**src/rtl/moneyin_edge_debouncer.sv**
```systemverilog
// -----------------------------------------------------------------------------
// moneyin_edge_debouncer
//   Per-channel synchroniser + stability-counter debouncer + qualified edge
//   pulse generator. Sits between the coin/button pins and the vending FSM.
//
//   Parameters:
//     N           number of channels (>=1)
//     SYNC_STAGES synchroniser depth per channel (>=2)
//     DEB_CYCLES  consecutive synchronised cycles of a new level before it is
//                 accepted (>=1)
//     MODE        edge qualifier: 0 rising, 1 falling, 2 both
//
//   Ports:
//     clk        system clock, all state on the rising edge
//     reset_n    asynchronous active-low reset
//     din[N]     raw asynchronous level inputs
//     en         pulse enable (debouncing keeps running while low)
//     pulse[N]   registered one-cycle pulse on a qualified accepted edge
//     level[N]   registered debounced level
//     any_pulse  OR of the pulse register
//     event_cnt  (only with MONEYIN_EVENT_CNT_EN) saturating 8-bit count of
//                visible pulses, cleared only by reset_n
//
//   Optional feature macro: MONEYIN_EVENT_CNT_EN
// -----------------------------------------------------------------------------

// One channel: sync chain, stability counter, level and pulse registers.
module moneyin_deb_lane #(
   parameter int unsigned SYNC_STAGES = 2,
   parameter int unsigned DEB_CYCLES  = 4,
   parameter int unsigned MODE        = 0,
   parameter int unsigned CW          = 3
) (
   input  logic clk,
   input  logic reset_n,
   input  logic din,
   input  logic en,
   output logic pulse,
   output logic level
);
   localparam logic [CW-1:0] CNT_MAX = CW'(DEB_CYCLES - 1);

   logic [SYNC_STAGES-1:0] sync_q;
   logic [CW-1:0]          cnt;
   logic                   s;
   logic                   qual;

   assign s = sync_q[SYNC_STAGES-1];

   // Qualifier is evaluated against the level about to be accepted (s).
   always_comb begin
      qual = 1'b1;
      case (MODE)
         0:       qual = s;
         1:       qual = ~s;
         default: qual = 1'b1;
      endcase
   end

   always_ff @(posedge clk or negedge reset_n) begin
      if (!reset_n) begin
         sync_q <= '0;
         cnt    <= '0;
         level  <= 1'b0;
         pulse  <= 1'b0;
      end else begin
         sync_q <= {sync_q[SYNC_STAGES-2:0], din};
         pulse  <= 1'b0;
         if (s == level) begin
            cnt <= '0;
         end else if (cnt == CNT_MAX) begin
            // Acceptance: new level and its pulse appear on the same edge.
            level <= s;
            cnt   <= '0;
            pulse <= en & qual;
         end else begin
            cnt <= cnt + CW'(1);
         end
      end
   end
endmodule

module moneyin_edge_debouncer #(
   parameter int unsigned N           = 4,
   parameter int unsigned SYNC_STAGES = 2,
   parameter int unsigned DEB_CYCLES  = 4,
   parameter int unsigned MODE        = 0
) (
   input  logic         clk,
   input  logic         reset_n,
   input  logic [N-1:0] din,
   input  logic         en,
   output logic [N-1:0] pulse,
   output logic [N-1:0] level,
   output logic         any_pulse
`ifdef MONEYIN_EVENT_CNT_EN
   ,
   output logic [7:0]   event_cnt
`endif
);
   localparam int unsigned CW = $clog2(DEB_CYCLES + 1);

   generate
      if (N < 1 || MODE > 2 || SYNC_STAGES < 2 || DEB_CYCLES < 1) begin : g_bad_param
         $error("moneyin_edge_debouncer: illegal parameter value");
      end
   endgenerate

   generate
      for (genvar i = 0; i < N; i++) begin : g_lane
         moneyin_deb_lane #(
            .SYNC_STAGES(SYNC_STAGES),
            .DEB_CYCLES (DEB_CYCLES),
            .MODE       (MODE),
            .CW         (CW)
         ) u_lane (
            .clk    (clk),
            .reset_n(reset_n),
            .din    (din[i]),
            .en     (en),
            .pulse  (pulse[i]),
            .level  (level[i])
         );
      end
   endgenerate

   assign any_pulse = |pulse;

`ifdef MONEYIN_EVENT_CNT_EN
   // Adds the pulses currently visible in the pulse register, saturating.
   logic [15:0] pc;
   logic [15:0] sum;

   always_comb begin
      pc = '0;
      for (int i = 0; i < N; i++) pc = pc + 16'(pulse[i]);
      sum = {8'b0, event_cnt} + pc;
   end

   always_ff @(posedge clk or negedge reset_n) begin
      if (!reset_n)          event_cnt <= '0;
      else if (sum > 16'd255) event_cnt <= 8'hFF;
      else                   event_cnt <= sum[7:0];
   end
`endif
endmodule

```
**config.mk**
```make
export PLATFORM = sky130hd
export DESIGN_NAME = moneyin_edge_debouncer
export DESIGN_NICKNAME = d
export VERILOG_FILES = /design/src/rtl/moneyin_edge_debouncer.sv
export SDC_FILE = /design/constraint.sdc
export NUM_CORES = 1
export LEC_CHECK = 0
export CORE_ASPECT_RATIO = 1.2
export CORE_MARGIN = 2
export CORE_UTILIZATION = 31
export CTS_BUF_LIST = sky130_fd_sc_hd__clkbuf_8
export CTS_CLUSTER_DIAMETER = 80
export DETAILED_ROUTE_END_ITERATION = 16
export PLACE_DENSITY = 0.61
export SETUP_SLACK_MARGIN = 0.1
export SLEW_MARGIN = 20
export SYNTH_ARGS = -nofsm -noshare
export SYNTH_HDL_FRONTEND = slang
export SYNTH_SLANG_ARGS = --single-unit
```
**constraint.sdc**
```tcl
create_clock -name clk -period 1.5 [get_ports clk]
set_clock_uncertainty 0.1 [all_clocks]
set_input_delay 0.375 -clock clk [delete_from_list [all_inputs] [get_ports clk]]
set_output_delay 0.375 -clock clk [all_outputs]
set_load 0.005 [all_outputs]
```
# Yosys cells after proc, flatten, opt, wreduce, memory -nomap -nowiden
# Cells that the tools add are included.
# word_totals
ff_bits,28
in_bits,7
output_inout_bits,9
word_cells,57
# classes
add_sub_neg,4
n_eq_ne,8
n_mux,16
bitwise_logic,8
reduce_logical,5
# op_table
operator,n
3-bit 2-to-1 mux,8
"3-bit by 1-bit adder with 3-bit output, second input constant",4
"3-bit by 2-bit == test with 1-bit output, second input constant",4
1-bit 2-to-1 mux,8
2-bit AND reduction,4
1-bit AND,4
1-bit == test,4
1-bit NOT,4
4-bit OR reduction,1

# Logic depth before layout (Yosys ltp)
# logic_depth
depth_word,3
mapped_depth,3
mapped_depth_nobuf,3

# Hierarchy
# From an unflattened synthesis, not the netlist that was laid out.
# unflattened
hier_cells,61
hier_area_um2,1058.5
# modules_own_cells
module,instances,cells_per_inst,area_per_inst_um2,seq_area_each_um2
moneyin_deb_lane,4,15,262.8,175.2
moneyin_edge_debouncer,1,1,7.5,0.0

# Least setup slack after synthesis
# Ideal clock, no wire load.
# synth_path
path_kind,register to output
from,register g_lane[1].u_lane.pulse
to,output any_pulse
arrival_time_ns,0.876
required_time_ns,1.025
setup_slack_ns,0.149
path_stages_with_launch,2
n_path_buf,0
cell_sequence,dfrtp_1 or4_1
# synth_via
elab_chain_cells,1
# synth_lines
element,line,text
from (decl),38,"output logic pulse,"
from (signal assigned),75,pulse <= en & qual;
4-bit OR reduction,127,assign any_pulse = |pulse;
to (decl),95,output logic any_pulse
# Every way passes these cells.

# Final worst setup path
# layout_path
from,register g_lane[3].u_lane.pulse
to,output any_pulse
# layout_via
elab_chain_cells,1
# layout_lines
element,line
from (decl),38
from (signal assigned),75
4-bit OR reduction,127
# Every way passes these cells.

==> summary.md <==
| Metric | Value |
|---|---|
| Pleak | around 0.6 nW |
| Synth cell types | 15 |
| Mean area per synthesized cell | 15.28 µm² |
| Setup crit end kind | primary output |
| CTS buffer count | 3 |
| Failing checks | negative setup slack |
| Fin cells | 125 |
| Int Pwr | between 1 and 1.5 mW |
| Tightest Pin Transition | between 0.2 and 0.3 ns |
| Top-count cell post-synth | dfrtp_1 |
| Final-report setup violation count | 1 |
| Asr flop ratio synth | 100.0% |
| Combinational group share of total power | 31.6% |
| Ys flop type | dfrtp_1 |
| Synth top cells by count | dfrtp_1, buf_4, nor3b_1 |
| CP max FO | 2 |
| Seq cells post-synth | 28 |
| Seq/Total Area, Yosys | roughly two thirds |
| I/O Buffers | 15 |
| Hold_ws | between 0.2 and 0.3 ns |
| Gr usage total | 9.432% |
| Worst Path Arrival | 1.27 ns |
| Fin. Hold Viols | 0 |
| Finished Core Util | between 30 and 40% |
| Worst Path Required | between 1 and 1.5 ns |
| Slew HR | ~82% |
| Vias in the first global route | between 600 and 700 |
| # Max-Cap Violations | 0 |
| Unrepaired setup endpoints after global routing | true |
| Min-delay worst type | register to register |
| Largest net degree at the start of global routing | 29 |
| Die height | about 68 µm |
| Clk Latency, worst-skew pair | 0.27 ns |
| Total Wirelength | 1438 µm |
| Initial Utilization | 32.33% |
| Vias post-DR | approximately 570 |
| Sw Pwr | ~510 µW |
| Syn. warnings | 0 |
| CP Class | register to primary output |
| Share of cells above drive strength 1 | 23.86% |
| Switch share | between 20 and 30% |
| IO Pins | 16 |
| CTS tree | built |
| Top cell type's share of synthesized area | around two thirds |
| Min setup slack post-route | -0.2459 ns |
| Die width | roughly 58 µm |
| Core area | roughly 3300 µm² |
| RD Place Congestion | between 0.5 and 0.6 |
| Nets@finish | about 100 |
| VDD IR-drop max | 0.7580 mV |
| Reg clk slew, reported paths | roughly 0.08 ns |
| Synth area leaders | dfrtp_1, buf_4, nor3b_1 |
| Placed cells | 115 |
| Area Growth Syn to Fin | 22.34% |
| Post-synth EDFFs | 0 |
| Post-route ant nets | 0 |
| Final Slew Violations | 0 |
| DRT Pass-1 Iters | 2 |
| Drt wl/cell | between 10 and 15 µm |
| Clock root buffer | clkbuf_8 |
| Max Buffers Root-to-Sink | 2 |
| Fmax | between 500 and 600 MHz |
| Overflow after GRT | 0 |
| DRC Markers | 0 |
| Tot Pwr | 1.997 mW |
| N_diodes | 0 |
| Internal reg-to-reg setup slack | between 0.2 and 0.25 ns |
| Final Cycle Share | 116.4% |
| Drt via density | approximately 4.5 |
| Clk network pwr share | between 10% and 20% |
| Outcome | finished with violations |
| Sequential power share | about half |
| Clk sinks | 28 |
| Mapped cell area | 1070 µm² |
| Row count | 23 |
| Detailed Route Iter0 Violations | 10 |
| First-pass GRT wire length | 2711 µm |
| DIE AREA | between 3000 and 4000 µm² |
| Post-Syn Nets | just over 80 |
| # fillers | between 300 and 400 |
| H-tree depth | 1 |
| Worst Setup Start Kind | register |
| Post-Syn Instances | 70 |
| Leading area contributor after synthesis | dfrtp_1 |
| PD cells | 1526 nW/µm² |
| Min Clock Period, post-route | approximately 1.7 ns |
| Initial antenna violation count | 0 |
==> worst paths after layout <==
kind                       cells after the start                                   end                            startpoint
setup / recovery                               2                             any_pulse      g_lane[3].u_lane.pulse$_DFF_PN0_
hold / removal                                 0  g_lane[2].u_lane.sync_q[1]$_DFF_PN0_  g_lane[2].u_lane.sync_q[0]$_DFF_PN0_
setup reg to reg                               4     g_lane[1].u_lane.cnt[1]$_DFF_PN0_    g_lane[1].u_lane.level$_DFFE_PN0P_
hold reg to reg                                0  g_lane[2].u_lane.sync_q[1]$_DFF_PN0_  g_lane[2].u_lane.sync_q[0]$_DFF_PN0_
max in group asynchronous                      2     g_lane[2].u_lane.cnt[2]$_DFF_PN0_                               reset_n
min in group asynchronous                      2      g_lane[2].u_lane.pulse$_DFF_PN0_                               reset_n
==> worst max-delay path, stage by stage, from the launching register on <==
cell and delay, ns:
dfrtp_1 0.37, or4_1 0.50, buf_2 0.14
==> stage by stage <==
stage / setup slack, ns / TNS, ns / cell area, µm²
3_5_place_dp: -0.2888 / -0.2888 / 1226
3_3_place_gp: -0.2782 / -0.2782 / 1226
6_report: -0.2459 / -0.2459 / 1309
5_1_grt: -0.3203 / -0.3203 / 1309
4_1_cts: -0.2584 / -0.3563 / 1285
2_1_floorplan: 0.1492 / 0 / 1070
==> flip-flops by register name, indices dropped and copies added, names as in the netlist <==
name / count
g_lane.u_lane.cnt: 12
g_lane.u_lane.level: 4
g_lane.u_lane.sync_q: 8
g_lane.u_lane.pulse: 4
==> power groups by stage <==
stage | combinational [mW] | sequential (mW) | clock (mW)
6_report | 0.631 | 0.983 | 0.382
3_3_place_gp | 0.498 | 1.02 | 0
5_1_grt | 0.711 | 1.00 | 0.433
2_1_floorplan | 0.389 | 1.01 | 0
4_1_cts | 0.592 | 0.985 | 0.399
3_5_place_dp | 0.521 | 1.03 | 0
==> final cells by class <==
class                   instances  area, µm²  share of cell area, %
flip-flops and latches         28      700.7                  53.54
well taps                      37      46.29                  3.537
clock buffers                   3      41.29                  3.155
repair buffers                 23      211.5                  16.16
multi-input cells              34      309.0                  23.61
==> layer usage <==
metal	GRT usage, %	share of wire [%]
met2	16.19	54
met1	10.07	38
met4	6.105	2.5
met5	0	0
met3	2.836	5.8
==> layout by cell type, fill, tap and decap left out <==
cell	netlist	routed
nor2b_2	1	1
buf_12	0	1
buf_2	0	1
nand2b_4	1	1
nand2_1	1	1
clkdlybuf4s50_1	0	6
or4_1	1	1
clkbuf_2	0	1
mux2_2	4	4
nor3b_1	7	7
nor2b_4	2	2
and4b_1	3	3
buf_4	8	7
dfrtp_1	28	28
ha_1	4	4
xnor2_1	4	4
and3b_1	1	1
nor3_1	4	4
nor2b_1	1	1
clkbuf_8	0	3
dlygate4sd2_1	0	1
clkdlybuf4s15_1	0	6
==> cells by family after synthesis <==
kind of cell / after synthesis / synth area share [%]
xor gates and xnor gates: 4 / 3.275
adders and majority gates: 4 / 4.679
and+or+nand+nor: 22 / 16.73
DFF: 28 / 65.50
buffers and inverters: 8 / 5.614
muxes: 4 / 4.210
==> what timing repair did <==
action	CTS	global route
resized for setup	12	7
hold buffers	0	0
pin swaps	1	0
setup buffers	4	3
endpoints found under the setup margin	9	8
No activity file was read; power rests on OpenSTA's default activity.
